File: config.mk
export PLATFORM = sky130hd
export DESIGN_NAME = fuzz_response_misr_flat
export DESIGN_NICKNAME = d
export VERILOG_FILES = /design/src/rtl/fuzz_response_misr_if.sv /design/src/rtl/fuzz_response_misr.sv /design/src/flat_wrapper.sv
export SDC_FILE = /design/constraint.sdc
export NUM_CORES = 1
export LEC_CHECK = 0
export ABC_AREA = 1
export CAP_MARGIN = 15
export CORE_ASPECT_RATIO = 1.1
export CORE_UTILIZATION = 42
export CTS_CLUSTER_SIZE = 25
export DETAILED_ROUTE_END_ITERATION = 10
export GPL_ROUTABILITY_DRIVEN = 0
export PLACE_DENSITY = 0.86
export SLEW_MARGIN = 5
export SYNTH_ARGS = -nofsm -noshare
export SYNTH_HDL_FRONTEND = slang
export SYNTH_SLANG_ARGS = --single-unit
File: constraint.sdc
create_clock -name clk -period 4.3 [get_ports clk]
set_input_delay 0.86 -clock clk [delete_from_list [all_inputs] [get_ports clk]]
set_output_delay 0.86 -clock clk [all_outputs]
set_load 0.02 [all_outputs]
File: src/rtl/fuzz_response_misr_if.sv
// Bus bundle between a capture controller (master) and the response MISR (slave).
// Widths must match the parameters of the fuzz_response_misr instance it connects to.
interface fuzz_response_misr_if #(
  parameter int Y_WIDTH   = 233,
  parameter int SIG_WIDTH = 32,
  parameter int CNT_WIDTH = 16
);
  logic                 start;
  logic [CNT_WIDTH-1:0] num_samples;
  logic [SIG_WIDTH-1:0] expected_sig;
  logic                 y_valid;
  logic [Y_WIDTH-1:0]   y;
  logic                 busy;
  logic                 done;
  logic                 pass;
  logic [SIG_WIDTH-1:0] signature;
  logic [CNT_WIDTH-1:0] sample_count;

  modport master (
    output start, num_samples, expected_sig, y_valid, y,
    input  busy, done, pass, signature, sample_count
  );

  modport slave (
    input  start, num_samples, expected_sig, y_valid, y,
    output busy, done, pass, signature, sample_count
  );
endinterface

File: src/rtl/fuzz_response_misr.sv
// On-chip response checker: folds each qualified y sample into a MISR and,
// after a programmed number of samples, compares it with a golden signature.
module fuzz_response_misr #(
  parameter int                 Y_WIDTH   = 233,
  parameter int                 SIG_WIDTH = 32,
  parameter logic [SIG_WIDTH-1:0] POLY    = 32'h04C11DB7,
  parameter logic [SIG_WIDTH-1:0] SEED    = 32'h00000000,
  parameter int                 CNT_WIDTH = 16
) (
  input logic              clk,
  input logic              rst,
  fuzz_response_misr_if.slave bus
);
  localparam int NCHUNK    = (Y_WIDTH + SIG_WIDTH - 1) / SIG_WIDTH;
  localparam int PAD_WIDTH = NCHUNK * SIG_WIDTH;

  typedef enum logic [1:0] {IDLE, RUN, CHECK, DONE} state_t;

  state_t               state, state_next;
  logic [SIG_WIDTH-1:0] sig, exp_sig, fold, sig_step;
  logic [CNT_WIDTH-1:0] cnt, target, cnt_inc;
  logic [PAD_WIDTH-1:0] y_pad;
  logic                 pass_r;
  logic                 start_ok, absorb;

  assign y_pad = PAD_WIDTH'(bus.y);

  always_comb begin
    fold = '0;
    for (int i = 0; i < NCHUNK; i++)
      fold = fold ^ y_pad[i*SIG_WIDTH +: SIG_WIDTH];
  end

  assign sig_step = {sig[SIG_WIDTH-2:0], 1'b0}
                  ^ (sig[SIG_WIDTH-1] ? POLY : '0)
                  ^ fold;
  assign cnt_inc  = cnt + CNT_WIDTH'(1);

  // start is only honoured when no run is in flight
  assign start_ok = bus.start && (state == IDLE || state == DONE);
  assign absorb   = (state == RUN) && bus.y_valid;

  always_ff @(posedge clk or posedge rst) begin
    if (rst) state <= IDLE;
    else     state <= state_next;
  end

  always_comb begin
    state_next = state;
    case (state)
      IDLE, DONE: if (start_ok) state_next = (bus.num_samples == '0) ? CHECK : RUN;
      RUN:        if (absorb && cnt_inc == target) state_next = CHECK;
      CHECK:      state_next = DONE;
      default:    state_next = IDLE;
    endcase
  end

  always_ff @(posedge clk or posedge rst) begin
    if (rst) begin
      sig     <= SEED;
      cnt     <= '0;
      target  <= '0;
      exp_sig <= '0;
      pass_r  <= 1'b0;
    end else if (start_ok) begin
      sig     <= SEED;
      cnt     <= '0;
      target  <= bus.num_samples;
      exp_sig <= bus.expected_sig;
      pass_r  <= 1'b0;
    end else if (absorb) begin
      sig     <= sig_step;
      cnt     <= cnt_inc;
    end else if (state == CHECK) begin
      pass_r  <= (sig == exp_sig);
    end
  end

  assign bus.busy         = (state == RUN) || (state == CHECK);
  assign bus.done         = (state == DONE);
  assign bus.pass         = pass_r;
  assign bus.signature    = sig;
  assign bus.sample_count = cnt;
endmodule

File: src/flat_wrapper.sv
// flat-port wrapper written by rule: the top's interface ports become plain ports
module fuzz_response_misr_flat 
#(
  parameter int                 Y_WIDTH   = 233,
  parameter int                 SIG_WIDTH = 32,
  parameter logic [SIG_WIDTH-1:0] POLY    = 32'h04C11DB7,
  parameter logic [SIG_WIDTH-1:0] SEED    = 32'h00000000,
  parameter int                 CNT_WIDTH = 16
)
  (clk, rst, bus_start, bus_num_samples, bus_expected_sig, bus_y_valid, bus_y, bus_busy, bus_done, bus_pass, bus_signature, bus_sample_count);
  fuzz_response_misr_if #(.Y_WIDTH(Y_WIDTH), .SIG_WIDTH(SIG_WIDTH), .CNT_WIDTH(CNT_WIDTH)) bus_i ();
  input logic clk;
  input logic rst;
  input wire logic [$bits(bus_i.start)-1:0] bus_start;
  input wire logic [$bits(bus_i.num_samples)-1:0] bus_num_samples;
  input wire logic [$bits(bus_i.expected_sig)-1:0] bus_expected_sig;
  input wire logic [$bits(bus_i.y_valid)-1:0] bus_y_valid;
  input wire logic [$bits(bus_i.y)-1:0] bus_y;
  output wire logic [$bits(bus_i.busy)-1:0] bus_busy;
  output wire logic [$bits(bus_i.done)-1:0] bus_done;
  output wire logic [$bits(bus_i.pass)-1:0] bus_pass;
  output wire logic [$bits(bus_i.signature)-1:0] bus_signature;
  output wire logic [$bits(bus_i.sample_count)-1:0] bus_sample_count;
  assign bus_i.start = bus_start;
  assign bus_i.num_samples = bus_num_samples;
  assign bus_i.expected_sig = bus_expected_sig;
  assign bus_i.y_valid = bus_y_valid;
  assign bus_i.y = bus_y;
  assign bus_busy = bus_i.busy;
  assign bus_done = bus_i.done;
  assign bus_pass = bus_i.pass;
  assign bus_signature = bus_i.signature;
  assign bus_sample_count = bus_i.sample_count;
  fuzz_response_misr #(.Y_WIDTH(Y_WIDTH), .SIG_WIDTH(SIG_WIDTH), .POLY(POLY), .SEED(SEED), .CNT_WIDTH(CNT_WIDTH)) u_core (.clk(clk), .rst(rst), .bus(bus_i));
endmodule
==> impl_metrics.yaml <==
status:
  status: "complete, but fails checks"
  violations: "DRC"
critical_path:
  timing.rr.end: "u_core.bus.signature[27]"
  r2r_start: "u_core.state[0]"
  worstPathArrival_ns: 1.90
  critPathLaunchType: "flip-flop"
  regToRegSetupSlack_ns: 1.95
  end_kind: "primary output"
  critPathKind: "flip-flop to primary output"
  required_ns: 3.44
  crit_fanout: 4
  worstRegToRegCells: 7
hold_path:
  worstHoldStart: "u_core.exp_sig[31]"
  hold_path_end: "u_core.exp_sig[31]"
  hold_class: "flip-flop to flip-flop"
  hold_path_depth: 2
yosys:
  ys_seq_area_share_pct: 34.91
  syn_inst: 868
  synth-seq-cells: 99
  yosysMostFrequentCell: "nand2_1"
  synthFlopType: "dfrtp_1"
  yosysTopAreaCellShare_pct: 34.91
  ys_types: 32
  synth_warnings: 0
  syn-cell-area_um2: 7096
  yosysTopAreaCell: "dfrtp_1"
  synth-edff-count: 0
  syn_avg_cell_area_um2: 8.175
  synth_area_leaders: "dfrtp_1, xor2_1, xnor2_1"
  async_flop_share_pct: 100.0
  synth_common_cells: "nand2_1, xor2_1, xnor2_1"
  syn_nets: 1157
layout:
  final-seq-area_um2: 2477
  utilization_pct: 66.68
  multi_input_area_um2: 4248
  area_growth_syn_to_layout_pct: 54.42
  layout-drive-gt1-share_pct: 4.489
  fillers: 1343
  nNetsFinal: 1488
clocking:
  cts_setup_buffers: 0
  clockRootBuffer: "clkbuf_16"
  cts_resized: 0
  clock_latency_ns: 0.34
  clkTransAtPathRegs_ns: 0.07
  htreeDepth: 3
  tritoncts: "built"
  ctsHoldBuffers: 0
  cts.path.max_buffers: 2
  cts_buffers: 9
  cts_sinks: 99
global_routing:
  grt-ovfl-total: 0
  grt_max_degree: 73
  grt_pass1_wl_um: 36070
  grt_pass1_vias: 7237
  antenna_found_initial: 1
  grtUsageTotal_pct: 26.48
power_and_ir_drop:
  powerDensity_nw_per_um2: 460.0
  totalPowerFinal_mw: 5.040
  ir_worst_vdd_uv: 262.0
  leakage_nw: 4.752
detailed_routing:
  wl_um: 22890
  ant_nets: 0
  routedWlPerCell_um: 16.25
  via_per_inst: 5.033
  dr.pass1.iters: 10
  drt_iter0_drc: 456
  drc: 2
  vias: 7086
timing:
  setup_viol: 0
  maxSlewHeadroom_pct: 40.57
  report.final.slew_viol_count: 0
  fmax_mhz: 362.5
  rsz0062_at_grt: "false"
  worst_pin_slew_ns: 0.8914
  finClkSkew_ns: 0.007495
  whs_ns: 0.5000
  final_hold_viol_count: 0
  worst_slack_ns: 1.541
  setup_tns_ns: 0
  post-route-min-period_ns: 2.759
  period_share_pct: 64.16
place:
  hpwl_um: 18640
  port_buffers: 335
  dp_slack_ns: 1.342
die:
  die_w_um: 125.9
  die_h_um: 138.3
  core_um2: 16430
  die-area_um2: 17420
  io_pins: 336
  initial_core_util_pct: 43.18
  num_rows: 49
job:
  max_cap_viol_count: 0
layout make-up:
class | instances | share of cell area [%]
multi-input combinational | 673 | 38.77
timing repair buffer | 344 | 31.22
sequential | 99 | 22.61
inverter | 72 | 2.489
clock buffer | 12 | 2.341
tap | 204 | 2.330
clock inverter | 3 | 0.2170
antenna | 1 | 0.02284
metal layers:
| metal | GRT usage, % | vias up | wire (µm) |
|---|---|---|---|
| met5 | 0 | - | 0 |
| met4 | 8.053 | 0 | 493 |
| met3 | 5.882 | 43 | 1804 |
| met2 | 48.65 | 344 | 12050 |
| met1 | 30.32 | 3292 | 8540 |
| li1 | - | 3407 | - |
state kept, by name, indices dropped and copies added (netlist names):
| name | cells |
|---|---|
| u_core.state | 2 |
| u_core.bus.pass | 1 |
| u_core.bus.signature | 32 |
| u_core.bus.sample_count | 16 |
| u_core.target | 16 |
| u_core.exp_sig | 32 |
cell usage in the layout (no fill, tap or decap), types with 2 or more instances in the layout:
cell type | Yosys | final
xnor3_1 | 2 | 2
nor3_1 | 5 | 5
inv_2 | 3 | 3
xnor2_1 | 117 | 117
nand2_2 | 9 | 10
clkbuf_8 | 0 | 2
o2111ai_1 | 2 | 2
or2_2 | 10 | 10
o31ai_1 | 3 | 3
a211o_1 | 2 | 2
nand3b_1 | 3 | 3
nand4_1 | 8 | 8
dfrtp_1 | 99 | 99
o22ai_1 | 24 | 24
nand2_1 | 209 | 208
nand3_1 | 45 | 45
buf_4 | 3 | 9
o21ai_1 | 2 | 2
clkinvlp_4 | 0 | 2
nor2_2 | 4 | 4
nor2_4 | 3 | 3
o21ai_0 | 45 | 45
clkdlybuf4s50_1 | 0 | 335
inv_1 | 69 | 68
xor2_1 | 141 | 141
nor4_1 | 5 | 5
a21oi_1 | 4 | 4
clkbuf_16 | 0 | 9
nor2_1 | 23 | 23
ha_1 | 4 | 4
worst max-delay path, cell delays in order (launching register included):
cell and delay (ns):
dfrtp_1 0.42, inv_1 0.06, ha_1 0.34, inv_1 0.11
clkdlybuf4s50_1 0.63
power breakdown:
part	switching (mW)	internal [mW]	leakage (nW)
logic	1.48	1.19	3.34
registers	0.335	1.27	1.28
clock network	0.348	0.422	0.131
per-stage QoR:
| step | instance area [µm²] | instances |
|---|---|---|
| 6_report | 10960 | 1408 |
| 5_1_grt | 10950 | 1407 |
| 4_1_cts | 10950 | 1407 |
| 2_1_floorplan | 7096 | 868 |
| 3_3_place_gp | 10670 | 1392 |
| 3_5_place_dp | 10670 | 1392 |
logic make-up after synthesis:
group	synth area share (%)
buf+inv	5.255
compound gates	6.877
xor+xnor	32.48
simple gates	19.77
flops	34.91
fa+ha+maj	0.7054
how the worst max path moves through the flow:
stage | start | endpoint | cells past startpoint
floorplan | rst | u_core.bus.pass | 1
global placement | bus_y_valid | u_core.state[0] | 14
detailed placement | bus_y_valid | u_core.state[0] | 14
CTS | u_core.state[0] | bus_busy | 4
global route | u_core.state[0] | bus_busy | 4
finish | u_core.state[0] | bus_busy | 4
Note: power is estimated with default switching activity, not from simulation.
